$ cat src/rtl/list_sum_ctrl_pkg.sv
// Shared definitions for the linked-list summation controller:
// state encodings, strobe-vector layout and the Moore strobe decode.
package list_sum_ctrl_pkg;

   localparam logic [2:0] StIdle = 3'd0;
   localparam logic [2:0] StInit = 3'd1;
   localparam logic [2:0] StAdd  = 3'd2;
   localparam logic [2:0] StNext = 3'd3;
   localparam logic [2:0] StDone = 3'd4;
   localparam logic [2:0] StErr  = 3'd5;

   // Strobe vector layout: [LOAD_SUM LOAD_NEXT SUM_SEL NEXT_SEL ADDR_SEL]
   localparam int unsigned StbLoadSum  = 4;
   localparam int unsigned StbLoadNext = 3;
   localparam int unsigned StbSumSel   = 2;
   localparam int unsigned StbNextSel  = 1;
   localparam int unsigned StbAddrSel  = 0;

   typedef logic [4:0] strobe_t;

   function automatic strobe_t strobes_for(input logic [2:0] state);
      strobe_t stb;
      case (state)
         StInit:  stb = 5'b11000;
         StAdd:   stb = 5'b10101;
         StNext:  stb = 5'b01010;
         default: stb = 5'b00000;
      endcase
      return stb;
   endfunction

endpackage

$ cat src/rtl/list_sum_ctrl_if.sv
// Control/status bundle between the list-walk controller and the sum/pointer datapath.
interface list_sum_ctrl_if #(
   parameter int unsigned CNT_W = 8
);
   logic             start;
   logic             next_zero;
   logic             LOAD_SUM;
   logic             LOAD_NEXT;
   logic             SUM_SEL;
   logic             NEXT_SEL;
   logic             ADDR_SEL;
   logic             busy;
   logic             done;
   logic             err;
   logic [CNT_W-1:0] node_count;

   // Controller side
   modport master (
      input  start, next_zero,
      output LOAD_SUM, LOAD_NEXT, SUM_SEL, NEXT_SEL, ADDR_SEL,
      output busy, done, err, node_count
   );

   // Requester/datapath side
   modport slave (
      output start, next_zero,
      input  LOAD_SUM, LOAD_NEXT, SUM_SEL, NEXT_SEL, ADDR_SEL,
      input  busy, done, err, node_count
   );
endinterface

$ cat src/rtl/list_sum_ctrl.sv
// List-walk controller: clears sum/pointer, then alternates add-value and follow-pointer
// until a null pointer, with a node-limit watchdog that aborts cyclic lists.
module list_sum_ctrl
   import list_sum_ctrl_pkg::*;
#(
   parameter int unsigned CNT_W     = 8,
   parameter int unsigned MAX_NODES = 255
) (
   input  logic            clk,
   input  logic            rst,
   list_sum_ctrl_if.master bus
);

   localparam logic [CNT_W-1:0] MaxCnt = CNT_W'(MAX_NODES);

   logic [2:0]       state_q, state_d;
   logic [CNT_W-1:0] cnt_q, cnt_d;
   logic             err_q, err_d;
   strobe_t          stb;

   always_comb begin
      state_d = state_q;
      cnt_d   = cnt_q;
      err_d   = err_q;
      case (state_q)
         StIdle: begin
            if (bus.start) begin
               state_d = StInit;
               cnt_d   = '0;
               err_d   = 1'b0;
            end
         end
         StInit: state_d = StAdd;
         StAdd: begin
            cnt_d   = cnt_q + CNT_W'(1);
            state_d = StNext;
         end
         StNext: begin
            if (bus.next_zero) begin
               state_d = StDone;
            end else if (cnt_q == MaxCnt) begin
               state_d = StErr;
            end else begin
               state_d = StAdd;
            end
         end
         StDone: state_d = StIdle;
         StErr: begin
            err_d   = 1'b1;
            state_d = StIdle;
         end
         default: state_d = StIdle;
      endcase
   end

   always_ff @(posedge clk) begin
      if (!rst) begin
         state_q <= StIdle;
         cnt_q   <= '0;
         err_q   <= 1'b0;
      end else begin
         state_q <= state_d;
         cnt_q   <= cnt_d;
         err_q   <= err_d;
      end
   end

   // Moore outputs decoded from the registered state only
   always_comb begin
      stb = strobes_for(state_q);
   end

   assign bus.LOAD_SUM   = stb[StbLoadSum];
   assign bus.LOAD_NEXT  = stb[StbLoadNext];
   assign bus.SUM_SEL    = stb[StbSumSel];
   assign bus.NEXT_SEL   = stb[StbNextSel];
   assign bus.ADDR_SEL   = stb[StbAddrSel];
   assign bus.busy       = (state_q == StInit) || (state_q == StAdd) || (state_q == StNext);
   assign bus.done       = (state_q == StDone);
   assign bus.err        = err_q;
   assign bus.node_count = cnt_q;

endmodule
$ cat src/flat_wrapper.sv
// flat-port wrapper written by rule: the top's interface ports become plain ports
module list_sum_ctrl_flat import list_sum_ctrl_pkg::*;
#(
   parameter int unsigned CNT_W     = 8,
   parameter int unsigned MAX_NODES = 255
)
  (clk, rst, bus_start, bus_next_zero, bus_LOAD_SUM, bus_LOAD_NEXT, bus_SUM_SEL, bus_NEXT_SEL, bus_ADDR_SEL, bus_busy, bus_done, bus_err, bus_node_count);
  list_sum_ctrl_if #(.CNT_W(CNT_W)) bus_i ();
  input  logic clk;
  input  logic rst;
  input wire logic [$bits(bus_i.start)-1:0] bus_start;
  input wire logic [$bits(bus_i.next_zero)-1:0] bus_next_zero;
  output wire logic [$bits(bus_i.LOAD_SUM)-1:0] bus_LOAD_SUM;
  output wire logic [$bits(bus_i.LOAD_NEXT)-1:0] bus_LOAD_NEXT;
  output wire logic [$bits(bus_i.SUM_SEL)-1:0] bus_SUM_SEL;
  output wire logic [$bits(bus_i.NEXT_SEL)-1:0] bus_NEXT_SEL;
  output wire logic [$bits(bus_i.ADDR_SEL)-1:0] bus_ADDR_SEL;
  output wire logic [$bits(bus_i.busy)-1:0] bus_busy;
  output wire logic [$bits(bus_i.done)-1:0] bus_done;
  output wire logic [$bits(bus_i.err)-1:0] bus_err;
  output wire logic [$bits(bus_i.node_count)-1:0] bus_node_count;
  assign bus_i.start = bus_start;
  assign bus_i.next_zero = bus_next_zero;
  assign bus_LOAD_SUM = bus_i.LOAD_SUM;
  assign bus_LOAD_NEXT = bus_i.LOAD_NEXT;
  assign bus_SUM_SEL = bus_i.SUM_SEL;
  assign bus_NEXT_SEL = bus_i.NEXT_SEL;
  assign bus_ADDR_SEL = bus_i.ADDR_SEL;
  assign bus_busy = bus_i.busy;
  assign bus_done = bus_i.done;
  assign bus_err = bus_i.err;
  assign bus_node_count = bus_i.node_count;
  list_sum_ctrl #(.CNT_W(CNT_W), .MAX_NODES(MAX_NODES)) u_core (.clk(clk), .rst(rst), .bus(bus_i));
endmodule
$ cat config.mk
export PLATFORM = sky130hd
export DESIGN_NAME = list_sum_ctrl_flat
export DESIGN_NICKNAME = d
export VERILOG_FILES = /design/src/rtl/list_sum_ctrl_pkg.sv /design/src/rtl/list_sum_ctrl_if.sv /design/src/rtl/list_sum_ctrl.sv /design/src/flat_wrapper.sv
export SDC_FILE = /design/constraint.sdc
export NUM_CORES = 1
export LEC_CHECK = 0
export CORE_MARGIN = 2
export CORE_UTILIZATION = 40
export CTS_CLUSTER_DIAMETER = 40
export DETAILED_ROUTE_END_ITERATION = 10
export GPL_TIMING_DRIVEN = 1
export PLACE_DENSITY = 0.75
export RECOVER_POWER = 25
export SLEW_MARGIN = 5
export SYNTH_ARGS = -nofsm -noshare
export SYNTH_HDL_FRONTEND = slang
export SYNTH_SLANG_ARGS = --single-unit
$ cat constraint.sdc
create_clock -name clk -period 1.57 [get_ports clk]
set_clock_uncertainty 0.05 [all_clocks]
set_input_delay 0.314 -clock clk [delete_from_list [all_inputs] [get_ports clk]]
set_output_delay 0.314 -clock clk [all_outputs]
set_load 0.01 [all_outputs]
Word level (Yosys, flattened, before mapping)
Index checks and enable logic that the tools add are counted.
- add/sub/neg operators: 1
- equal/unequal tests: 7
- reduce and logical (&&, ||, !) cells: 7
- mux-type cells: 9
- operator list (cell ; number):
    8-bit case mux with 2 select lines ; 1
    5-bit case mux with 3 select lines ; 1
    3-bit case mux with 4 select lines ; 1
    3-bit two-way mux ; 3
    8-bit by 1-bit adder with 8-bit output (second input constant) ; 1
    8-bit == test (second input constant) ; 1
    8-bit two-way mux ; 1
    3-bit by 2-bit == test with 1-bit output (second input constant) ; 2
    3-bit == test (second input constant) ; 2
    2-bit AND reduction ; 2
    2-bit nonzero test ; 2
    3-bit by 1-bit == test with 1-bit output (second input constant) ; 1
    3-bit zero test ; 1
    1-bit logical OR ; 2
    2-bit != test (second input constant) ; 1
    1-bit case mux with 2 select lines ; 1
    1-bit two-way mux ; 1
- input port bits: 4
- output and inout bits: 16
- word-level logic and storage cells: 27
- register bits: 12

Logic depth before layout (Yosys ltp)
- depth after elaboration: 4
- gate-level depth with buffers: 5
- mapped depth without buffers: 4

Least setup slack after synthesis
Ideal clock, no wire load.
- kind: reg2reg
- start point: register u_core.cnt_q[0] (netlist: u_core.bus.node_count[0])
- end point: register u_core.state_q[0]
- buffers on the path: 0
- setup time: 0.103 ns
- period minus slack after synthesis: 1.661 ns
- stages on the path, launching flop included: 5
- arrival time: 1.508 ns
- required time: 1.417 ns
- setup slack: -0.091 ns
- cell sequence: dfxtp_1 > ha_1 > nand3_1 > or4_1 > a2111oi_2
- cells in the longest elaborated chain, start to end: 4
- RTL lines (item ; line ; RTL):
    from (decl) ; list_sum_ctrl.sv:17 ; logic [CNT_W-1:0] cnt_q, cnt_d;
    from (signal assigned) ; list_sum_ctrl.sv:63 ; cnt_q <= cnt_d;
    8-bit == test ; list_sum_ctrl.sv:41 ; end else if (cnt_q == MaxCnt) begin
    3-bit two-way mux ; list_sum_ctrl.sv:41 ;
    3-bit two-way mux ; list_sum_ctrl.sv:39 ; if (bus.next_zero) begin
    3-bit case mux with 4 select lines ; list_sum_ctrl.sv:25 ; case (state_q)
    to (signal assigned) ; list_sum_ctrl.sv:58 ; state_q <= StIdle;
    to (signal assigned) ; list_sum_ctrl.sv:62 ; state_q <= state_d;
    to (decl) ; list_sum_ctrl.sv:16 ; logic [2:0] state_q, state_d;
No other way between the ends.
A chain may end at the register's enable or synchronous reset.

Worst setup path in the final report
- start point: register u_core.state_q[0]
- end point: register u_core.cnt_q[3] (netlist: u_core.bus.node_count[3])
- cells in the longest elaborated chain, start to end: 3
- elaborated cells between the ends (all ways): 6
- those cells by class: 2 x eq/ne; 1 x mux; 3 x reduce/logical
- RTL lines (item ; line):
    3-bit by 2-bit == test with 1-bit output / 3-bit zero test (equally long branches) ; list_sum_ctrl.sv:25
    2-bit nonzero test (no source line) / 2-bit != test (equally long branches) ; n/a
    2-bit AND reduction (no source line) ; n/a
Parallel ways exist; a longest one is shown, timed or not.

==> summary.txt <==
Place
  – I/O Buffers: 19
  – DP Wirelength: around 1300 um
  – RD Place Congestion: roughly 0.80
  – Placed inst area: approximately 1000 um^2

Floorplanning
  – Core Area: between 1500 and 2000 um^2
  – Die W: between 40 and 50 um
  – IO Count: 20
  – Die area: 2065 um^2
  – Initial Util: between 40 and 50%
  – Die height: ~45 um
  – Rows: 14

Synth
  – Top cells by area, synth: dfxtp_1, nand3_1, o21ai_0
  – Synth Warn #: 0
  – Number of synthesized register bits: 12
  – Top cell type's share of synthesized area: a little over a third
  – Library cells used by synthesis: 35
  – Sequential area share after synthesis: between 30% and 40%
  – Mapped cell area: 686.9 um^2
  – Syn_nets: between 80 and 90
  – FFs w/ async S/R, synth: 0%
  – Dominant register cell in the synthesized netlist: dfxtp_1
  – Synth area leader: dfxtp_1
  – Number of synthesized flops with an enable pin: 0
  – Cells after synthesis: just under 80
  – Post-synthesis average cell area: about 8.8 um^2

STA
  – Final setup fails: 6
  – Slew Limit Fails: 0
  – Final hold violation count: 0
  – TNS Setup: -0.2101 ns
  – Fin Hold WS: 0.4572 ns
  – Relative slew slack: 78.25%
  – Max Fclk: 0.6090 GHz
  – RSZ-0062 raised after global routing: yes
  – Tcrit/Tclk final: 104.6%
  – Min Tclk post-route: 1.642 ns
  – Slew @ Worst Pin: approximately 0.32 ns
  – Setup ws final: -0.07216 ns

Critical path
  – Critical path fanouts, max: 4
  – Data required, critical path: 1.72 ns
  – Critical Path End Type: flip-flop
  – Setup CP Type: reg2reg
  – Crit path arrival time: 1.79 ns
  – Reg2reg start: u_core.state_q[0]$_SDFFE_PN0P_
  – Crit path launch type: flip-flop
  – R2r endpoint: u_core.bus.node_count[3]$_SDFFE_PN0P_
  – R2r worst-path depth: 4
  – FF-to-FF setup slack: -0.07 ns

Route
  – DRC: 0
  – Vias: approximately 760
  – Antenna-violating nets left: 0
  – DRT Pass-1 Iters: 4
  – Drt wl/cell: approximately 14 um
  – Starting DRT DRC Count: 28
  – Final WL: approximately 1800 um
  – Vias per cell: a little under 6

Finish
  – Area grow syn2layout: 58.47%
  – Fraction of layout cells with a size suffix above 1: a little over two fifths
  – ANT cells: 0
  – Nets: about 120
  – Post-route cell area: approximately 1100 um^2

Clock network
  – Hold buffer count at cts: 0
  – Clock root cell: clkbuf_4
  – CTS clk-pin slew, worst paths: approximately 0.09 ns
  – Skew-Pair Late Insertion Delay: between 0.2 and 0.3 ns
  – Clock sink count: 12
  – CTS tree: yes
  – CTS Buf Count: 3
  – Clock buffer depth: 2
  – CTS H-Tree Depth: 1

Status
  – Status: complete, but fails checks
  – Failing checks: setup timing

Worst hold path
  – Worst Hold Path EP: u_core.bus.node_count[7]$_SDFFE_PN0P_
  – HP Start: u_core.bus.node_count[7]$_SDFFE_PN0P_
  – Hold crit path type: reg2reg
  – Hold-critical path depth: 2

Job
  – Max-Cap Viols: 0

Global routing
  – First-pass GRT wire length: about 3000 um
  – Gr ovfl total: 0
  – Number of antenna violations at the first check in global routing: 0
  – Pin count of the biggest net entering global routing: 11
  – Number of global-route vias before repair: around 710
  – GRT Total Usage: ~20%

Power and ir drop
  – Pwr Density: between 700 and 800 nW/um^2
  – LEAKAGE: about 0.51 nW
  – VDD IR max: between 600 and 700 uV
synthesized netlist by cell type, drive strengths merged, types with 2 or more instances:
cell and n:
dfxtp 12, nand3 6, nor2 6, inv 5
o21ai 5, buf 4, a31oi 3, nand2 3
o211ai 3, or4 3, a2111oi 2, a21oi 2
and2b 2, mux2i 2, nand2b 2, nand4 2
or4b 2
layout make-up:
class / count / area, um^2
fillers: 121 / 470.5
multi-input cells: 56 / 429.2
repair buffers: 37 / 325.3
flip-flops and latches: 12 / 250.2
clock buffers: 4 / 36.28
inverters: 6 / 27.53
well taps: 16 / 20.02
how the worst max path moves through the flow:
| stage | startpoint | endpoint | slack (ns) | depth (start not counted) |
|---|---|---|---|---|
| floorplan | u_core.state_q[2]$_SDFFE_PN0P_ | u_core.state_q[0]$_SDFFE_PN0P_ | 0.00003 | 4 |
| global placement | bus_next_zero | u_core.state_q[0]$_SDFFE_PN0P_ | -0.18 | 3 |
| detailed placement | bus_next_zero | u_core.state_q[0]$_SDFFE_PN0P_ | -0.21 | 3 |
| CTS | u_core.state_q[0]$_SDFFE_PN0P_ | u_core.bus.node_count[3]$_SDFFE_PN0P_ | -0.07 | 4 |
| global route | u_core.state_q[0]$_SDFFE_PN0P_ | u_core.state_q[0]$_SDFFE_PN0P_ | -0.11 | 4 |
| finish | u_core.state_q[0]$_SDFFE_PN0P_ | u_core.bus.node_count[3]$_SDFFE_PN0P_ | -0.07 | 4 |
cells by family (layout without fill, tap and decap cells):
kind of cell	Yosys count	count (layout)	share of synthesized area [%]
AND/OR/NAND/NOR	33	33	31.15
AO/OA/AOI/OAI	19	19	19.67
flip-flops	12	12	34.97
buffers and inverters	10	47	8.196
multiplexers	2	2	2.915
adder cells (fa/ha/maj)	1	1	1.821
XOR/XNOR	1	1	1.275
what timing repair did:
item / 4_1_cts / 5_1_grt
gates resized for setup: 38 / 7
pin swaps: 2 / 2
setup buffers: 0 / 1
setup endpoints to repair: 19 / 14
metrics by stage:
step | cells | total power (W) | util [%] | setup slack, ns
floorplan | 78 | 0.0004236 | - | 0.00002709
global placement | 126 | 0.0005069 | 64.93 | -0.1839
detailed placement | 126 | 0.0005108 | 64.93 | -0.2107
finish | 131 | 0.0007739 | 69.82 | -0.07216
CTS | 130 | 0.0007665 | 68.14 | -0.07379
global route | 131 | 0.0008016 | 69.82 | -0.1061
metal layers:
layer / wire, um / GRT usage (%)
met1: 845 / 27.38
met3: 107 / 3.968
met4: 38 / 7.647
met5: 0 / 0
met2: 852 / 31.83
flip-flops by register name, summed over array words and instances (netlist names):
| register | flops |
|---|---|
| u_core.state_q | 3 |
| u_core.bus.err | 1 |
| u_core.bus.node_count | 8 |
critical path: stages, from the launching register on:
cell	delay, ns
dfxtp_2	0.33
or3b_4	0.42
buf_6	0.14
or4b_1	0.50
a31oi_1	0.14
power by group:
| group | switching [W] | internal, W |
|---|---|---|
| Combinational | 0.0000962 | 0.000101 |
| Sequential | 0.00000610 | 0.000314 |
| Clock | 0.000115 | 0.000141 |
| Total | 0.000217 | 0.000557 |
cells in the final DEF (no fill, tap or decap), types with 2 or more instances in the layout:
cell type / count
o211ai_1: 3
buf_4: 15
dlygate4sd2_1: 9
mux2i_1: 2
dfxtp_1: 4
a31oi_1: 3
o21ai_0: 5
inv_1: 5
clkdlybuf4s25_1: 2
and2b_1: 2
nand2b_1: 2
dfxtp_2: 8
buf_6: 5
nand3_1: 6
a21oi_1: 2
or4_4: 3
clkbuf_4: 3
nor2_1: 5
clkdlybuf4s15_2: 2
nand2_1: 3
clkdlybuf4s50_1: 3
No activity file was read; power rests on OpenSTA's default activity.
